**config.mk**
```make
export PLATFORM = sky130hd
export DESIGN_NAME = seg7_to_bcd_capture
export DESIGN_NICKNAME = d
export VERILOG_FILES = /design/src/rtl/seg7_to_bcd_capture.sv
export SDC_FILE = /design/constraint.sdc
export NUM_CORES = 1
export LEC_CHECK = 0
export ABC_CLOCK_PERIOD_IN_PS = 3000
export CORE_UTILIZATION = 39
export DETAILED_ROUTE_END_ITERATION = 6
export MAX_ROUTING_LAYER = met4
export PLACE_DENSITY_LB_ADDON = 0.2
export SETUP_SLACK_MARGIN = 0.1
export SYNTH_ARGS = -nofsm -noshare
export SYNTH_HDL_FRONTEND = slang
export SYNTH_SLANG_ARGS = --single-unit
```
**constraint.sdc**
```tcl
create_clock -name clk -period 3 [get_ports clk]
set_clock_uncertainty 0.05 [all_clocks]
set_input_delay 0.6 -clock clk [delete_from_list [all_inputs] [get_ports clk]]
set_output_delay 0.6 -clock clk [all_outputs]
set_load 0.03 [all_outputs]
```
**src/rtl/seg7_to_bcd_capture.sv**
```systemverilog
// Captures multiplexed 7-segment digit strobes into BCD nibbles once each
// strobe/pattern pair has been held stable for STABLE_CYCLES clock edges.
module seg7_to_bcd_capture #(
  parameter int unsigned STABLE_CYCLES = 4
) (
  input  logic        clk,
  input  logic        rst_n,
  input  logic [6:0]  seg_n,
  input  logic [3:0]  dig_sel,
  output logic [15:0] bcd,
  output logic [3:0]  err,
  output logic        upd,
  output logic [1:0]  upd_idx,
  output logic        frame_valid
);

  localparam int unsigned NDIG = 4;
  localparam int unsigned DW   = 4;
  localparam int unsigned SEGW = 7;
  localparam int unsigned CW   = 4;
  localparam int unsigned IW   = 2;

  localparam logic [CW-1:0]   CNT_SAT   = CW'(STABLE_CYCLES);
  localparam logic [CW-1:0]   CNT_CAP   = CW'(STABLE_CYCLES - 2);
  localparam logic [SEGW-1:0] SEG_BLANK = 7'h7F;
  localparam logic [DW-1:0]   CODE_BLNK = 4'hF;
  localparam logic [DW-1:0]   CODE_ILL  = 4'hE;

  logic [NDIG-1:0] smp_sel;
  logic [SEGW-1:0] smp_seg;
  logic [CW-1:0]   cnt;
  logic [CW-1:0]   cnt_nxt_c;
  logic [NDIG-1:0] seen;

  logic            onehot_c;
  logic            same_c;
  logic            capture_c;
  logic            frame_done_c;
  logic [IW-1:0]   idx_c;
  logic [DW-1:0]   code_c;
  logic            illegal_c;

  // Stability tracking: restart on any change or illegal strobe, saturate when held
  always_comb begin
    onehot_c  = (dig_sel != '0) && ((dig_sel & (dig_sel - 4'd1)) == '0);
    same_c    = (dig_sel == smp_sel) && (seg_n == smp_seg);
    cnt_nxt_c = '0;
    if (onehot_c && same_c) begin
      if (cnt < CNT_SAT) cnt_nxt_c = cnt + 4'd1;
      else               cnt_nxt_c = cnt;
    end
    capture_c    = onehot_c && same_c && (cnt == CNT_CAP);
    frame_done_c = capture_c && ((seen | dig_sel) == 4'hF);
  end

  // Strobe to digit index
  always_comb begin
    idx_c = '0;
    case (dig_sel)
      4'b0001: idx_c = 2'd0;
      4'b0010: idx_c = 2'd1;
      4'b0100: idx_c = 2'd2;
      4'b1000: idx_c = 2'd3;
      default: idx_c = 2'd0;
    endcase
  end

  // Active-low gfedcba pattern to digit code
  always_comb begin
    code_c    = CODE_ILL;
    illegal_c = 1'b0;
    case (seg_n)
      7'h40: code_c = 4'd0;
      7'h79: code_c = 4'd1;
      7'h24: code_c = 4'd2;
      7'h30: code_c = 4'd3;
      7'h19: code_c = 4'd4;
      7'h12: code_c = 4'd5;
      7'h02: code_c = 4'd6;
      7'h78: code_c = 4'd7;
      7'h00: code_c = 4'd8;
      7'h10: code_c = 4'd9;
      7'h7F: code_c = CODE_BLNK;
      default: begin
        code_c    = CODE_ILL;
        illegal_c = 1'b1;
      end
    endcase
  end

  // Input sample registers and stability counter
  always_ff @(posedge clk or negedge rst_n) begin
    if (!rst_n) begin
      smp_sel <= '0;
      smp_seg <= SEG_BLANK;
      cnt     <= '0;
    end else begin
      smp_sel <= dig_sel;
      smp_seg <= seg_n;
      cnt     <= cnt_nxt_c;
    end
  end

  // Digit registers, error flags, update and frame tracking
  always_ff @(posedge clk or negedge rst_n) begin
    if (!rst_n) begin
      bcd         <= 16'hFFFF;
      err         <= '0;
      upd         <= 1'b0;
      upd_idx     <= '0;
      frame_valid <= 1'b0;
      seen        <= '0;
    end else begin
      upd         <= capture_c;
      frame_valid <= frame_done_c;
      if (capture_c) begin
        upd_idx <= idx_c;
        for (int i = 0; i < NDIG; i++) begin
          if (dig_sel[i]) begin
            bcd[i*DW +: DW] <= code_c;
            err[i]          <= illegal_c;
          end
        end
        if (frame_done_c) seen <= '0;
        else              seen <= seen | dig_sel;
      end
    end
  end

endmodule

```
==> results.md <==
- Hold/Removal Path Class: in -> async
- R2R setup slack: between 500 and 600 ps
- RR Startpoint: cnt[0]$_DFFE_PN0P_
- Pre-antenna DRT Iters: 4
- Number of I/O port buffers: 36
- Distinct cells, synth: 40
- Area growth from synthesis to layout: 29.7%
- IO Pins: 37
- Top FF cell, synth: dfstp_2
- Ys async rst share: 100%
- Largest buffer count on any clock path: 2
- Synthesized Nets: ~180
- DRC Markers: 0
- Drt wl/cell: approximately 16 µm
- TritonCTS Sinks: 43
- Antenna-violating nets left: 0
- Synth area leaders: dfstp_2, dfrtp_1, mux2_4
- EDFF count, synth: 0
- Unrepaired setup endpoints after global routing: no
- Placed instance area: around 0.0026 mm²
- Die Y: about 75 µm
- Pin count of the biggest net entering global routing: 44
- Initial Util: 40.7%
- Post-Syn Area per Cell: roughly 13 µm²
- Peak VDD IR: between 200 and 250 µV
- Final Max Tran Viols: 0
- Rel. slew slack: a little under two fifths
- Synthesis Warnings: 0
- Dominant cell type by area after synthesis: dfstp_2
- Synth top area share: between 20% and 30%
- Vias after detailed routing: roughly 1400
- WHS: 396 ps
- Crit Path Max Fanout: 10
- Worst setup margin: roughly 350 ps
- Fin crit share: between 80% and 90%
- Max Clk Rate: between 300 and 400 MHz
- Layout cell share with drive strength beyond 1: between 30% and 40%
- Final instance area: ~0.0027 mm²
- LEAKAGE: between 1 and 1.5 nW
- CTS root buf: clkbuf_8
- Die width: approximately 75 µm
- Setup violators final: 0
- CTS clk-pin slew, worst paths: around 90 ps
- Cell area power density: ~450 mW/mm²
- Final net count: 226
- Status: finished, final reports clean
- Worst-Skew Late Latency: ~300 ps
- CTS tree: yes
- Layout fillers: 441
- 1st-iter DRT viols: between 80 and 90
- GRT Total Usage: between 10% and 20%
- Total wire length: roughly 4.5 mm
- Antenna violations before repair: 0
- Cts-stage hold buffer count: 0
- Post-Synthesis Cells: between 150 and 200
- Crit. End Element: flip-flop
- Top cells by count, synth: dfstp_2, dfrtp_1, mux2_4, nor2_1, xnor2_1
- Vias in the first global route: 1504
- H-tree depth: 2
- Reg2Reg Depth: 8
- Num rows: 26
- Hpwl dp: 3.40 mm
- Synthesized flop and latch total: 43
- CTS Buf Count: 5
- Post-Route Utilization: 52.8%
- Via-to-Cell Ratio: ~5
- Pre-CTS WS: ~70 ps
- CP Class: in -> reg
- Post-Syn Area: 0.00209 mm²
- Max_cap viols: 0
- GR Overflow Total: 0
- Critical path data required time: about 3100 ps
- Post-CTS setup buffer count: 0
- Worst reg2reg path endpoint: err[1]$_DFFE_PN0P_
- Crit path DAT: between 2000 and 3000 ps
- Final hold violation count: 0
- Inserted Diodes: 0
- Setup TNS: 0 ps
- Actual slew at the worst max-slew pin: around 940 ps
- First-pass GRT wire length: about 7.5 mm
- Most numerous cell in the Yosys netlist: dfstp_2
- Core area: 0.00514 mm²
- Die footprint: around 0.0057 mm²
- Tmin final: 2650 ps
- Nature of the critical path startpoint: primary input
- Post_cts resized: 0
- Post-synthesis sequential area ratio: between 50% and 60%
- Routability cong.: 0.894
## worst max-delay path by stage
| stage | start | end | slack [ps] | cells after the start |
|---|---|---|---|---|
| finish | dig_sel[3] | err[1]$_DFFE_PN0P_ | 350 | 8 |
| global route | dig_sel[1] | bcd[13]$_DFFE_PN1P_ | 230 | 6 |
| CTS | dig_sel[1] | bcd[13]$_DFFE_PN1P_ | 390 | 6 |
| detailed placement | dig_sel[1] | err[0]$_DFFE_PN0P_ | 70 | 7 |
| global placement | dig_sel[3] | err[1]$_DFFE_PN0P_ | 140 | 8 |
| floorplan | dig_sel[3] | err[1]$_DFFE_PN0P_ | 660 | 7 |
## critical path, cell delays in order
cell and delay (ps):
clkdlybuf4s50_1 520, buf_4 210, xnor2_1 230, nand4_1 220, a2111oi_4 400, buf_12 190, nand2_4 90, mux2_4 310
## logic make-up (layout without fill, tap and decap cells)
logic type | Yosys count | after routing | share of synthesized area (%)
fa+ha+maj | 2 | 2 | 1.19
simple gates | 55 | 55 | 16.5
flops | 43 | 43 | 52.7
buf+inv | 12 | 58 | 3.23
mux | 22 | 22 | 14.5
compound gates | 18 | 18 | 5.97
xor+xnor | 14 | 14 | 5.85
## per-layer routing
| layer | up-vias | global-route usage [%] | routed length (µm) |
|---|---|---|---|
| li1 | 680 | - | - |
| met1 | 725 | 21.9 | 1990 |
| met2 | 25 | 31.4 | 2340 |
| met3 | 6 | 4.82 | 151 |
| met4 | 0 | 6.79 | 63 |
| met5 | - | - | 0 |
## sequential cells by signal, indices dropped and copies added (netlist names)
| signal | flops |
|---|---|
| smp_sel | 4 |
| upd_idx | 2 |
| smp_seg | 7 |
| upd | 1 |
| seen | 4 |
| cnt | 4 |
| bcd | 16 |
| err | 4 |
| frame_valid | 1 |
## cell type report
cell class / instances / area (µm²) / share of cell area, %
flip-flops and latches: 43 / 1100 / 40.7
multi-input cells: 111 / 922 / 33.9
repair buffers: 48 / 458 / 16.9
well taps: 70 / 87.6 / 3.22
clock buffers: 5 / 68.8 / 2.53
clock inverters: 3 / 67.6 / 2.49
inverters: 2 / 7.51 / 0.276
## layout by cell type, fill, tap and decap left out, types with 3 or more instances in the layout
master	Yosys	routed
a21oi_1	6	6
buf_4	1	11
clkbuf_8	0	5
clkdlybuf4s50_1	0	35
dfrtp_1	20	20
dfstp_2	23	23
mux2_2	5	5
mux2_4	15	15
nand2_1	3	3
nand2_4	3	3
nand3_1	4	4
nand4_1	6	6
nor2_1	14	14
nor3_1	5	5
nor3b_1	3	3
o21ai_0	6	6
xnor2_1	14	14
## per-stage QoR
step	std cells	power, W
after floorplan	166	0.000660
after global placement	274	0.000706
after detailed placement	274	0.000709
after CTS	282	0.00124
after global routing	282	0.00127
final	282	0.00123
## power by group
| part | switching, W | internal [W] | leakage, nW |
|---|---|---|---|
| Clock | 0.000199 | 0.000332 | 0.0644 |
| Combinational | 0.0000582 | 0.0000444 | 0.569 |
| Sequential | 0.00000343 | 0.000592 | 0.509 |
| Total | 0.000261 | 0.000968 | 1.14 |
Note: power is estimated with default switching activity, not from simulation.
